**config.mk**
```make
export PLATFORM = sky130hd
export DESIGN_NAME = uart_cmd_framer_flat
export DESIGN_NICKNAME = d
export VERILOG_FILES = /design/src/rtl/uart_cmd_framer_if.sv /design/src/rtl/uart_cmd_framer.sv /design/src/flat_wrapper.sv
export SDC_FILE = /design/constraint.sdc
export NUM_CORES = 1
export LEC_CHECK = 0
export ABC_AREA = 1
export ABC_CLOCK_PERIOD_IN_PS = 2020
export CAP_MARGIN = 20
export CORE_ASPECT_RATIO = 0.9
export CORE_MARGIN = 2
export CORE_UTILIZATION = 47
export CTS_BUF_LIST = sky130_fd_sc_hd__clkbuf_8
export DETAILED_ROUTE_END_ITERATION = 8
export PLACE_DENSITY = 0.74
export SLEW_MARGIN = 20
export SYNTH_ARGS = -nofsm -noshare
export SYNTH_HDL_FRONTEND = slang
export SYNTH_SLANG_ARGS = --single-unit
```
**constraint.sdc**
```tcl
create_clock -name clk -period 2.02 [get_ports clk]
set_input_delay 0.606 -clock clk [delete_from_list [all_inputs] [get_ports clk]]
set_output_delay 0.606 -clock clk [all_outputs]
set_load 0.02 [all_outputs]
```
**src/rtl/uart_cmd_framer_if.sv**
```systemverilog
// Byte-stream bus between a UART receiver, the command framer and the payload consumer.
interface uart_cmd_framer_if;
  logic [7:0] rx_data;
  logic       rx_valid;
  logic [7:0] out_data;
  logic       out_valid;
  logic       out_ready;
  logic       out_last;
  logic       pkt_ok;
  logic       pkt_err;
  logic       drop;
  logic       busy;

  // Environment side: feeds received bytes and consumes payload.
  modport master (
    output rx_data, rx_valid, out_ready,
    input  out_data, out_valid, out_last, pkt_ok, pkt_err, drop, busy
  );

  // Framer side.
  modport slave (
    input  rx_data, rx_valid, out_ready,
    output out_data, out_valid, out_last, pkt_ok, pkt_err, drop, busy
  );
endinterface

```
**src/rtl/uart_cmd_framer.sv**
```systemverilog
// Frames SYNC/LEN/payload/checksum packets from a UART byte stream, buffers the
// payload and replays it to a ready/valid consumer once the checksum passes.
module uart_cmd_framer #(
  parameter int unsigned MAX_LEN = 16,
  parameter int unsigned TIMEOUT = 1024,
  parameter logic [7:0]  SYNC    = 8'hA5
) (
  input logic              clk,
  input logic              rst_n,
  uart_cmd_framer_if.slave bus
);

  localparam int unsigned IDX_W     = $clog2(MAX_LEN + 1);
  localparam int unsigned ADDR_W    = (MAX_LEN > 1) ? $clog2(MAX_LEN) : 1;
  localparam int unsigned TMR_W     = $clog2(TIMEOUT);
  localparam logic [TMR_W-1:0] TMR_LAST  = TMR_W'(TIMEOUT - 1);
  localparam logic [7:0]       MAX_LEN_B = 8'(MAX_LEN);

  typedef enum logic [2:0] {
    S_IDLE,
    S_LEN,
    S_PAYLOAD,
    S_CSUM,
    S_DRAIN
  } state_t;

  state_t           state_q, state_d;
  logic [IDX_W-1:0] len_q, len_d;
  logic [IDX_W-1:0] idx_q, idx_d;
  logic [7:0]       acc_q, acc_d;
  logic [TMR_W-1:0] tmr_q, tmr_d;
  logic [7:0]       out_data_q, out_data_d;
  logic             out_valid_q, out_valid_d;
  logic             out_last_q, out_last_d;
  logic             pkt_ok_q, pkt_ok_d;
  logic             pkt_err_q, pkt_err_d;
  logic             drop_q, drop_d;
  logic             busy_q;
  logic             buf_we;

  logic [7:0]       mem [MAX_LEN];

  logic [7:0]       sum_c;
  logic [IDX_W-1:0] idx_inc_c;
  logic [IDX_W-1:0] len_last_c;
  logic             expired_c;

  assign sum_c      = acc_q + bus.rx_data;
  assign idx_inc_c  = idx_q + IDX_W'(1);
  assign len_last_c = len_q - IDX_W'(1);
  // Silence for TIMEOUT cycles; a byte in the expiry cycle takes precedence.
  assign expired_c  = !bus.rx_valid && (tmr_q == TMR_LAST);

  // Next-state and next-output logic.
  always_comb begin
    state_d     = state_q;
    len_d       = len_q;
    idx_d       = idx_q;
    acc_d       = acc_q;
    tmr_d       = tmr_q;
    out_data_d  = out_data_q;
    out_valid_d = out_valid_q;
    out_last_d  = out_last_q;
    pkt_ok_d    = 1'b0;
    pkt_err_d   = 1'b0;
    drop_d      = 1'b0;
    buf_we      = 1'b0;

    case (state_q)
      S_IDLE: begin
        tmr_d = '0;
        idx_d = '0;
        if (bus.rx_valid && (bus.rx_data == SYNC)) begin
          state_d = S_LEN;
        end
      end

      S_LEN: begin
        if (bus.rx_valid) begin
          tmr_d = '0;
          acc_d = bus.rx_data;
          if ((bus.rx_data == 8'h00) || (bus.rx_data > MAX_LEN_B)) begin
            pkt_err_d = 1'b1;
            state_d   = S_IDLE;
          end else begin
            len_d   = IDX_W'(bus.rx_data);
            idx_d   = '0;
            state_d = S_PAYLOAD;
          end
        end else if (expired_c) begin
          pkt_err_d = 1'b1;
          state_d   = S_IDLE;
        end else begin
          tmr_d = tmr_q + TMR_W'(1);
        end
      end

      S_PAYLOAD: begin
        if (bus.rx_valid) begin
          tmr_d  = '0;
          buf_we = 1'b1;
          acc_d  = sum_c;
          idx_d  = idx_inc_c;
          if (idx_q == len_last_c) begin
            state_d = S_CSUM;
          end
        end else if (expired_c) begin
          pkt_err_d = 1'b1;
          state_d   = S_IDLE;
        end else begin
          tmr_d = tmr_q + TMR_W'(1);
        end
      end

      S_CSUM: begin
        if (bus.rx_valid) begin
          tmr_d = '0;
          if (sum_c == 8'h00) begin
            pkt_ok_d    = 1'b1;
            state_d     = S_DRAIN;
            idx_d       = '0;
            out_valid_d = 1'b1;
            out_data_d  = mem[0];
            out_last_d  = (len_q == IDX_W'(1));
          end else begin
            pkt_err_d = 1'b1;
            state_d   = S_IDLE;
          end
        end else if (expired_c) begin
          pkt_err_d = 1'b1;
          state_d   = S_IDLE;
        end else begin
          tmr_d = tmr_q + TMR_W'(1);
        end
      end

      S_DRAIN: begin
        drop_d = bus.rx_valid;
        if (out_valid_q && bus.out_ready) begin
          if (out_last_q) begin
            out_valid_d = 1'b0;
            out_last_d  = 1'b0;
            idx_d       = '0;
            state_d     = S_IDLE;
          end else begin
            idx_d      = idx_inc_c;
            out_data_d = mem[ADDR_W'(idx_inc_c)];
            out_last_d = (idx_inc_c == len_last_c);
          end
        end
      end

      default: begin
        state_d = S_IDLE;
      end
    endcase
  end

  // State, counters and registered outputs.
  always_ff @(posedge clk or negedge rst_n) begin
    if (!rst_n) begin
      state_q     <= S_IDLE;
      len_q       <= '0;
      idx_q       <= '0;
      acc_q       <= '0;
      tmr_q       <= '0;
      out_data_q  <= '0;
      out_valid_q <= 1'b0;
      out_last_q  <= 1'b0;
      pkt_ok_q    <= 1'b0;
      pkt_err_q   <= 1'b0;
      drop_q      <= 1'b0;
      busy_q      <= 1'b0;
    end else begin
      state_q     <= state_d;
      len_q       <= len_d;
      idx_q       <= idx_d;
      acc_q       <= acc_d;
      tmr_q       <= tmr_d;
      out_data_q  <= out_data_d;
      out_valid_q <= out_valid_d;
      out_last_q  <= out_last_d;
      pkt_ok_q    <= pkt_ok_d;
      pkt_err_q   <= pkt_err_d;
      drop_q      <= drop_d;
      busy_q      <= (state_d != S_IDLE);
    end
  end

  // Payload buffer; contents only matter after a full payload has been written.
  always_ff @(posedge clk) begin
    if (buf_we) begin
      mem[ADDR_W'(idx_q)] <= bus.rx_data;
    end
  end

  assign bus.out_data  = out_data_q;
  assign bus.out_valid = out_valid_q;
  assign bus.out_last  = out_last_q;
  assign bus.pkt_ok    = pkt_ok_q;
  assign bus.pkt_err   = pkt_err_q;
  assign bus.drop      = drop_q;
  assign bus.busy      = busy_q;

endmodule

```
**src/flat_wrapper.sv**
```systemverilog
// flat-port wrapper written by rule: the top's interface ports become plain ports
module uart_cmd_framer_flat 
#(
  parameter int unsigned MAX_LEN = 16,
  parameter int unsigned TIMEOUT = 1024,
  parameter logic [7:0]  SYNC    = 8'hA5
)
  (clk, rst_n, bus_rx_data, bus_rx_valid, bus_out_ready, bus_out_data, bus_out_valid, bus_out_last, bus_pkt_ok, bus_pkt_err, bus_drop, bus_busy);
  uart_cmd_framer_if bus_i ();
  input logic clk;
  input logic rst_n;
  input wire logic [$bits(bus_i.rx_data)-1:0] bus_rx_data;
  input wire logic [$bits(bus_i.rx_valid)-1:0] bus_rx_valid;
  input wire logic [$bits(bus_i.out_ready)-1:0] bus_out_ready;
  output wire logic [$bits(bus_i.out_data)-1:0] bus_out_data;
  output wire logic [$bits(bus_i.out_valid)-1:0] bus_out_valid;
  output wire logic [$bits(bus_i.out_last)-1:0] bus_out_last;
  output wire logic [$bits(bus_i.pkt_ok)-1:0] bus_pkt_ok;
  output wire logic [$bits(bus_i.pkt_err)-1:0] bus_pkt_err;
  output wire logic [$bits(bus_i.drop)-1:0] bus_drop;
  output wire logic [$bits(bus_i.busy)-1:0] bus_busy;
  assign bus_i.rx_data = bus_rx_data;
  assign bus_i.rx_valid = bus_rx_valid;
  assign bus_i.out_ready = bus_out_ready;
  assign bus_out_data = bus_i.out_data;
  assign bus_out_valid = bus_i.out_valid;
  assign bus_out_last = bus_i.out_last;
  assign bus_pkt_ok = bus_i.pkt_ok;
  assign bus_pkt_err = bus_i.pkt_err;
  assign bus_drop = bus_i.drop;
  assign bus_busy = bus_i.busy;
  uart_cmd_framer #(.MAX_LEN(MAX_LEN), .TIMEOUT(TIMEOUT), .SYNC(SYNC)) u_core (.clk(clk), .rst_n(rst_n), .bus(bus_i));
endmodule
```
==> impl_metrics.ini, run 1 <==
[setup_path]
crit_start = bus_rx_data[2]
critical-path-top-delay-family = simple AND/OR/NAND/NOR gates
timing.critical_path.to_type = flop
crit_path_cell_trace = clkdlybuf4s50_1, ha_1, nand3_1, nand3_2, nand2_1, nand2_1, nand3_1, nor2_2, nand3_4, nand2_8, nand3_4, nand2_2, nand2_2
worstPathRequired_ns = 2.38
slowest_delay_ns = 0.44
crit_path_max_fanout = 8
regToRegStartpoint = u_core.acc_q[0]
setup.reg_to_reg.worst_slack_ns = -0.25
r2r_cells = 11
timing.setup.critical_path_class = input pin to flop
buf_inv_stages_crit_path = 1
crit_path_start_kind = input pin
crit_arrival_ns = 2.64
crit_slowest_cell = sky130_fd_sc_hd__clkdlybuf4s50_1
critical_path.reg2reg.endpoint = u_core.bus.out_data[3]

[route]
dr_total_vias = 6537
routed_wire_length_per_instance_um = 15.3
via_per_inst = 5.13
route.final.wire_length_um = 19500
drt-initial-drc-count = 651
first_pass_iters = 5
antenna_left = 0
drc = 0

[sta]
skew_ns = 0.0140
finalHoldViolations = 0
slew_viol_final = 0
fmax_ghz = 0.439
rsz_0062_raised_after_global_routing = yes
finalCriticalPeriod_ns = 2.28
post-route-period-util_pct = 113
worst_slew_pin_slew_ns = 0.456
post-route-worst-setup-slack_ns = -0.260
maxSlewHeadroom_pct = 69.6
setup_tns_ns = -4.07
final-setup-viol-count = 19

[logic_synthesis]
yosys.area_share.simple_pct = 27.8
synth_seq_area_share_pct = 58.5
synth_adder_area_share_pct = 2.30
combinational_family_with_the_most_area_after_synthesis = simple AND/OR/NAND/NOR gates
synth-xor-area-share_pct = 1.52
muxShareOfSynthArea_pct = 0.265
synth.yosys.warnings = 0
number_of_standard_cells_after_synthesis = 930
syn_avg_cell_area_um2 = 9.14
synthesis.area_um2 = 8500
synth-seq-cells = 173
synthesis.nets = 957
compound_gate_fraction_of_synth_area_pct = 3.97
synth_cell_types = 44

[run_status]
result_of_the_run = complete, but fails checks
failed_checks = setup timing

[cts]
clk_transition_reported_paths_ns = 0.08
htree_levels = 4
insertion_delay_ns = 0.47
clockRootBuffer = sky130_fd_sc_hd__clkbuf_8
clock_tree_from_tritoncts = yes
ctsLongestPathBuffers = 2
total_number_of_clock_tree_sinks = 173
cts_inserted_buffers = 17

[global_route]
globalRouteOverflowTotal = 0
grt_max_degree = 58
vias_in_the_first_global_route = 6266
antenna_violations_before_repair = 0
grt_pass1_wl_um = 31600
grt.total_usage_pct = 21.0

[placed_design]
gp_congestion = 0.845
portBuffers = 25
placement.cell_area_um2 = 9580
detailedPlacementHpwl_um = 13200

[power]
power_per_cell_area_nw_per_um2 = 637
leakage_nw = 4.44
peakVddDrop_uv = 366

[layout]
register_area_um2 = 4970
layout.cell_area.non_filler_um2 = 9980
final.fill_count = 1551
multi_input_area_um2 = 3110
final_net_count = 1049
areaGrowthSynthToFinish_pct = 17.4
drive_above_1_share_pct = 14.6

[job]
maxCapViolCount = 0

[floorplan]
fp-row-count = 46
dieArea_um2 = 19200
die-width_um = 146
fp.coreArea_um2 = 17700
die_height_um = 132
floorplan.io_pins = 26
initial_utilization_pct = 48.1

[min_path]
hold_path.class = input pin to async pin
-- Yosys cell counts (all sizes together) --
cell type    n  area share [%]
or2          2            0.15
nand4       21             1.5
nor3        11            0.65
ha          14             2.1
nor2       102             4.9
nand3       81             5.2
o21a         1           0.088
o211ai       2            0.18
buf         25             1.7
mux2         2            0.26
xnor2        5            0.60
nand2      332              15
a21oi       14            0.82
inv         82             3.6
clkinv       1           0.044
edfxtp     128              45
a31oi        4            0.37
nor3b        2            0.29
xor2         8            0.91
fa           1            0.24
clkbuf       6            0.26
a21o         1           0.088
o22ai        1           0.074
nand3b       2            0.18
o21ai       37             2.4
dfrtp       45              13
-- worst max path at each step --
| stage | to | cells after the start | slack (ns) |
|---|---|---|---|
| final | u_core.bus.out_data[3] | 13 | -0.26 |
| after CTS | u_core.bus.out_data[3] | 11 | -0.26 |
| after global placement | u_core.bus.out_data[2] | 13 | -1.00 |
| after global routing | u_core.bus.out_data[3] | 11 | -0.38 |
| after detailed placement | u_core.bus.out_data[1] | 13 | -1.03 |
| after floorplan | u_core.bus.out_data[0] | 11 | -0.30 |
-- stage by stage --
step	hold slack [ns]	std cells	setup WS, ns	utilization [%]	power (mW)
floorplan	0.310	930	-0.302	-	3.95
global placement	0.463	1241	-1.00	54.2	4.09
detailed placement	0.466	1241	-1.03	54.2	4.10
CTS	0.0516	1274	-0.260	56.4	6.39
global route	0.0732	1274	-0.378	56.5	6.53
finish	0.0646	1275	-0.260	56.5	6.36
-- power breakdown --
group | switching [mW] | internal, mW | leakage, nW
sequential | 0.00171 | 3.82 | 1.73
clock | 1.26 | 1.09 | 0.179
combinational | 0.126 | 0.0696 | 2.53
total | 1.39 | 4.98 | 4.44
-- layout make-up --
class                   count  share of cell area (%)
diodes                      1                  0.0251
clock buffers              17                    2.34
clock inverters            14                    1.42
inverters                  83                    3.12
multi-input cells         644                    31.2
flip-flops and latches    173                    49.8
well taps                 240                    3.01
repair buffers            103                    9.10
-- cells by family (layout without fill, tap and decap cells) --
group	Yosys count	count (layout)
other cells	0	1
compound gates	60	60
mux	2	2
simple gates	553	554
xor+xnor	13	13
fa+ha+maj	15	15
flops	173	173
buf+inv	114	217
-- flip-flops by register name, summed over array words and instances, names as in the netlist --
register,cells
u_core.bus.pkt_err,1
u_core.mem,128
u_core.bus.out_data,8
u_core.bus.busy,1
u_core.acc_q,8
u_core.state_q,3
u_core.bus.out_last,1
u_core.tmr_q,10
u_core.bus.pkt_ok,1
u_core.idx_q,5
u_core.bus.out_valid,1
u_core.len_q,5
u_core.bus.drop,1
-- metal layers --
layer	up-vias	global-route usage, %	share of wire [%]
met3	23	3.78	6.2
met4	0	8.17	1.0
met2	196	33.9	48
met5	-	0	0
met1	3077	28.5	44
li1	3241	-	-
-- cells in the final DEF (no fill, tap or decap), drive strengths merged --
cell | netlist | layout
a21o | 1 | 1
a21oi | 14 | 14
a31oi | 4 | 4
buf | 25 | 79
bufinv | 0 | 2
clkbuf | 6 | 17
clkdlybuf4s15 | 0 | 1
clkdlybuf4s50 | 0 | 6
clkinv | 1 | 6
clkinvlp | 0 | 3
dfrtp | 45 | 45
diode | 0 | 1
dlygate4sd2 | 0 | 15
dlymetal6s2s | 0 | 2
edfxtp | 128 | 128
fa | 1 | 1
ha | 14 | 14
inv | 82 | 86
mux2 | 2 | 2
nand2 | 332 | 333
nand3 | 81 | 81
nand3b | 2 | 2
nand4 | 21 | 21
nor2 | 102 | 102
nor3 | 11 | 11
nor3b | 2 | 2
o211ai | 2 | 2
o21a | 1 | 1
o21ai | 37 | 37
o22ai | 1 | 1
or2 | 2 | 2
xnor2 | 5 | 5
xor2 | 8 | 8
-- worst reg2reg max path: stages (launching register included) --
cell                      delay (ns)
sky130_fd_sc_hd__dfrtp_1        0.42
sky130_fd_sc_hd__ha_4           0.18
sky130_fd_sc_hd__fa_2           0.42
sky130_fd_sc_hd__or2_4          0.26
sky130_fd_sc_hd__nor2_2         0.10
sky130_fd_sc_hd__nand3_1        0.09
sky130_fd_sc_hd__nor2_2         0.14
sky130_fd_sc_hd__nand3_4        0.15
sky130_fd_sc_hd__nand2_8        0.14
sky130_fd_sc_hd__nand3_4        0.12
sky130_fd_sc_hd__nand2_2        0.11
sky130_fd_sc_hd__nand2_2        0.05
-- repair_timing --
item | CTS | global route
pin swaps | 16 | 3
setup endpoints to repair | 39 | 27
gates cloned | 1 | 0
gates resized for setup | 23 | 5
setup buffers | 1 | 0
hold buffers | 0 | 0
(Power assumes the default switching activity.)
==> run 2: changes to the inputs <==
CAP_MARGIN = unset   (was 20)
==> results of run 2 <==
The final DEF is identical to that of run 1; final timing and power are the same.
==> run 3: changes to the inputs <==
SLEW_MARGIN = 10   (was 20)
==> results of run 3 <==
The final DEF is identical to that of run 1; final timing and power are the same.
==> RTL change 1: new RTL, config.mk and constraints of run 2 <==
`TIMEOUT` is set to 1024 in 2 places; all go to 512.
--- a/src/rtl/uart_cmd_framer.sv
+++ b/src/rtl/uart_cmd_framer.sv
@@ -2,7 +2,7 @@
 // payload and replays it to a ready/valid consumer once the checksum passes.
 module uart_cmd_framer #(
   parameter int unsigned MAX_LEN = 16,
-  parameter int unsigned TIMEOUT = 1024,
+  parameter int unsigned TIMEOUT = 512,
   parameter logic [7:0]  SYNC    = 8'hA5
 ) (
   input logic              clk,
--- a/src/flat_wrapper.sv
+++ b/src/flat_wrapper.sv
@@ -2,7 +2,7 @@
 module uart_cmd_framer_flat 
 #(
   parameter int unsigned MAX_LEN = 16,
-  parameter int unsigned TIMEOUT = 1024,
+  parameter int unsigned TIMEOUT = 512,
   parameter logic [7:0]  SYNC    = 8'hA5
 )
   (clk, rst_n, bus_rx_data, bus_rx_valid, bus_out_ready, bus_out_data, bus_out_valid, bus_out_last, bus_pkt_ok, bus_pkt_err, bus_drop, bus_busy);
Check against the original RTL: no difference found for any inputs over 4 cycles, from zero or initial values and one cycle with rst_n low; that may be too few to reach the edited logic, so the function may still have changed.
==> RTL change 1 against run 2 <==
The flow still finishes with violations (negative setup slack); setup slack better by 120 ps; sequential cell count fell by 1; worst hold slack better by 430 ps; wire length grew 8.6%; die area is 1.8% higher; synthesized area grew 1.8%; final area increased by 4.5%; critical path type unchanged.
Power is not compared: it rests on default switching activity, and its combinational part moved more than twofold at a synthesized area within 25%.
==> RTL change 1: results (changes against run 2) <==
| Step | Result | Value | vs run 2 |
| --- | --- | --- | --- |
| place | Instance area at placement | 0.00978 mm^2 | +2.1% |
| cells and area | Area Overhead vs Synth | 20.6% |  |
| cells and area | Number of signal-net inverters in the final layout | 162 | +95% |
| drt | Wirelength, routed | 21200 um | +8.6% |
| sta | Worst setup margin | -141 ps | +119 ps |
| synthesis | Share of the synthesized area in compound gates (AO/OA/AOI/OAI) | 3.30% | -0.68 points |
| setup path | Number of cells on the worst reg-to-reg path | 12 | +1 |
| setup path | Start point of the critical path | bus_rx_data[0] |  |
| setup path | CP arrival | 2530 ps | -110 ps |
| grt | Wire length of the first global-routing pass | 33200 um | +5.1% |
| grt | Met1 capacity usage during global routing | 28.8% | +0.32 points |
| status | Result of the run | finished, violations left |  |
| cells and area | Multi-input logic cell count | 621 | -3.6% |
| sta | Hold Slack | 495 ps | +430 ps |
| sta | Final setup violation count | 25 | +6 |
| cells and area | Leading registers by flop count | u_core.mem x128, u_core.tmr_q x9 |  |
| place | Routability cong. | 0.898 | +6.2% |
| synthesis | Post-synthesis mux area share | 0% | -0.26 points |
| cells and area | # diodes | 0 | -1 |
| place | Placed instance count | 1309 | +5.5% |
| synthesis | Avg Cell Area, Syn | 8.75 um^2 | -4.2% |
| synthesis | Syn nets | 1017 | +6.3% |
| setup path | Reg-to-reg endpoint | u_core.bus.out_valid$_DFFE_PN0P_ |  |
| drt | Detailed-route vias per instance | 5.10 | -0.55% |
| cells and area | Clk cell area share | 3.55% | -0.21 points |
| setup path | Highest fanout seen on the critical path | 6 | -2 |
| clocking | Buffers inserted by post-CTS timing repair | 6 | +5 |
| status | Violations in the final reports | negative setup slack |  |
| synthesis | Post-synthesis sequential area ratio | 57.1% | -1.3 points |
| cells and area | Proportion of final cell area spent on non-clock buffers | 10.3% | +1.2 points |
| cells and area | Area of all sequential standard cells | 0.00495 mm^2 | -0.50% |
| cells and area | Proportion of layout cells with a drive suffix above 1 | 17.3% | +2.7 points |
| setup path | Worst path slowest cell | fa_2 |  |
| synthesis | Largest cells by area after synthesis | edfxtp_1, nand2_1, dfrtp_1 |  |
## RTL change 1: changes by cell type after synthesis, moves of 3 or more
cell and change:
clkbuf_1 +5, nor2_1 -40, inv_1 +84, nand2_2 +4, o21ai_1 -7, o21ai_0 -11, inv_2 -5, a21oi_1 +3
nand2_1 +3, nand3_1 +35, nand4_1 +3, nor3_1 -9
## RTL change 1: worst max-delay path by stage
stage	end	slack, ps	depth (start not counted)
floorplan	u_core.idx_q[3]$_DFFE_PN0P_	-270	12
global placement	u_core.bus.out_data[3]$_DFFE_PN0P_	-1040	12
detailed placement	u_core.bus.out_data[6]$_DFFE_PN0P_	-1070	12
CTS	u_core.bus.out_valid$_DFFE_PN0P_	-190	12
global route	u_core.tmr_q[4]$_DFFE_PN0P_	-280	14
finish	u_core.bus.out_valid$_DFFE_PN0P_	-140	13
## RTL change 1: per-layer routing
layer | wire length, um | up-vias
met5 | 0 | -
li1 | - | 3393
met3 | 1230 | 46
met4 | 614 | 0
met2 | 10400 | 244
met1 | 9000 | 3216
==> RTL change 2: new RTL, flow settings as in run 2 <==
Without the edit above. Make the reset (`rst_n`) synchronous in one clocked block.
--- a/src/rtl/uart_cmd_framer.sv
+++ b/src/rtl/uart_cmd_framer.sv
@@ -157,7 +157,7 @@
   end
 
   // State, counters and registered outputs.
-  always_ff @(posedge clk or negedge rst_n) begin
+  always_ff @(posedge clk) begin
     if (!rst_n) begin
       state_q     <= S_IDLE;
       len_q       <= '0;
Check against the original RTL: differs if rst_n is asserted again (counterexample within 4 cycles, from zero or initial values and one cycle with rst_n low); with rst_n held inactive, the same outputs for 4 cycles.
==> RTL change 2 against run 2 <==
The flow still finishes with violations (negative setup slack); combinational power rose by 7%; setup slack improved by 79 ps; synthesized area fell by 1.7%; sequential cell count did not move; final area fell by 0.60%; power rose by 4.7%; utilization rose by 0.21 points; wire length rose by 5.0%; sequential share of layout area fell by 2.0 points; critical path type unchanged; largest power group unchanged.
==> RTL change 2: results (changes against run 2) <==
| Step | Result | Value | vs run 2 |
| --- | --- | --- | --- |
| pwr | Peak ir drop on the vdd network | 0.385 mV | +5.1% |
| clocking | Number of clock buffers inserted by TritonCTS | 17 | unchanged |
| grt | Global router's overall resource usage | 22.2% | +1.1 points |
| synthesis | Number of synthesized flops with an enable pin | 128 | unchanged |
| synthesis | FFs w/ async S/R, synth | 0% | -26 points |
| drt | Total iterations of the first detailed-routing run | 5 | unchanged |
| clocking | Clock insertion delay at the later pin of the skew report | 460 ps |  |
| setup path | Crit-path max cell delay | 390 ps | -50 ps |
| sta | Hold Slack | 474 ps | +409 ps |
| status | Result of the run | finished, violations left |  |
| worst hold path | Worst Min Path Start | u_core.bus.out_data[1]$_SDFFE_PN0P_ |  |
| grt | Number of antenna violations at the first check in global routing | 1 | +1 |
| setup path | Highest fanout seen on the critical path | 7 | -1 |
| drt | Detailed-route vias per instance | 5.27 | +2.7% |
| worst hold path | Type of the worst min-delay path | flop to flop |  |
| synthesis | Post-synthesis sequential area ratio | 56.8% | -1.7 points |
| sta | Final setup violation count | 18 | -1 |
| status | Violations in the final reports | negative setup slack |  |
| synthesis | Syn nets | 946 | -1.1% |
| place | Number of buffer cells added on primary ports | 25 | unchanged |
| cells and area | # fillers | 1527 | -1.5% |
| setup path | Number of cells on the worst reg-to-reg path | 12 | +1 |
| sta | Worst setup margin | -181 ps | +79.3 ps |
| grt | Maximum number of pins on one net before global-route repair | 41 | -29% |
| synthesis | Largest cells by area after synthesis | edfxtp_1, dfxtp_1, nor2_1 |  |
| sta | Slew at the pin with the worst max-slew slack | 437 ps | -18.9 ps |
| setup path | Startpoint of the worst-slack reg-to-reg timing path | u_core.acc_q[0]$_SDFFE_PN0P_ |  |
| cells and area | Count of nets after finishing | 1034 | -1.4% |
| cells and area | # diodes | 0 | -1 |
| sta | Post-Route Skew | 18.9 ps | +4.89 ps |
| pwr | P_leak | 4.08 nW | -8.0% |
| setup path | Start point of the critical path | bus_rx_data[3] |  |
| drt | Initial DRC count | 656 | +0.77% |
| cells and area | Proportion of layout cells with a drive suffix above 1 | 16.9% | +2.3 points |
| setup path | CP arrival | 2550 ps | -90 ps |
| synthesis | Synth cell count leaders | nor2_1, nand2_1, edfxtp_1, nand3_1 |  |
| drt | Antenna violation net count after detailed routing | 0 | unchanged |
| place | Pre-CTS worst setup slack | -1050 ps | -16.0 ps |
| setup path | Crit path capture | u_core.idx_q[4]$_SDFFE_PN0P_ |  |
| clocking | CTS clock-pin slew for the worst setup and hold paths | 90 ps |  |
| place | Hpwl dp | 13900 um | +5.3% |
| synthesis | Yosys cell types | 43 | -2.3% |
| grt | Wire length of the first global-routing pass | 31700 um | +0.31% |
| drt | WL per Instance | 16.3 um | +6.2% |
| place | Routability cong. | 0.822 | -2.8% |
| worst hold path | Hold-critical path depth | 2 |  |
| sta | Final sum of negative setup slack | -2600 ps | +1470 ps |
| grt | Via count of the first global-routing pass | 5970 | -4.7% |
| setup path | Worst path slowest cell | dlygate4sd2_1 |  |
| pwr | Sw frac | 21.3% | -0.50 points |
RTL change 2: layer usage:
metal  share of wire (%)  GRT usage [%]  vias to the layer above  routed length (um)
met5               0.063              0                        -                  13
met2                  48           37.5                      270                9830
met3                 7.2           3.90                       34                1480
li1                    -              -                     3263                   -
met4                 2.1           7.54                        2                 424
met1                  43           29.1                     3065                8760
RTL change 2: kinds of logic after synthesis:
group                      share of synthesized area, %
and+or+nand+nor                                    25.2
buffers and inverters                              6.53
adders and majority gates                          2.34
xor gates and xnor gates                           1.36
AOI/OAI and AO/OA                                  7.77
DFF                                                56.8
RTL change 2: worst max-delay path: cells and delay by family:
family	cells	cell delay, ps
adders and majority gates	1	280
and+or+nand+nor	12	1150
buffers and inverters	2	510
RTL change 2: power groups by stage:
stage	Sequential, mW	Combinational, mW	Clock [mW]
2_1_floorplan	3.89	0.0726	0
5_1_grt	3.80	0.226	2.80
6_report	3.80	0.210	2.65
3_5_place_dp	3.88	0.201	0
4_1_cts	3.80	0.202	2.69
3_3_place_gp	3.88	0.198	0
RTL change 2: timing repair:
item,4_1_cts,5_1_grt
cloned,0,2
pin swaps,13,17
endpoints found under the setup margin,34,30
hold buffers,0,0
resized for setup,35,26
buffers inserted,1,2
RTL change 2: per-stage QoR:
step / instance area, um^2 / instances
floorplan: 8380 / 919
global placement: 9290 / 1223
detailed placement: 9290 / 1223
CTS: 9780 / 1256
global route: 9920 / 1260
finish: 9920 / 1260
RTL change 2: cell type report:
type | count | area, um^2 | area share, %
tap | 240 | 300 | 3.03
sequential | 173 | 4750 | 47.8
timing repair buffer | 102 | 891 | 8.98
inverter | 77 | 289 | 2.91
multi-input combinational | 636 | 3260 | 32.8
clock buffer | 17 | 234 | 2.36
clock inverter | 15 | 205 | 2.07
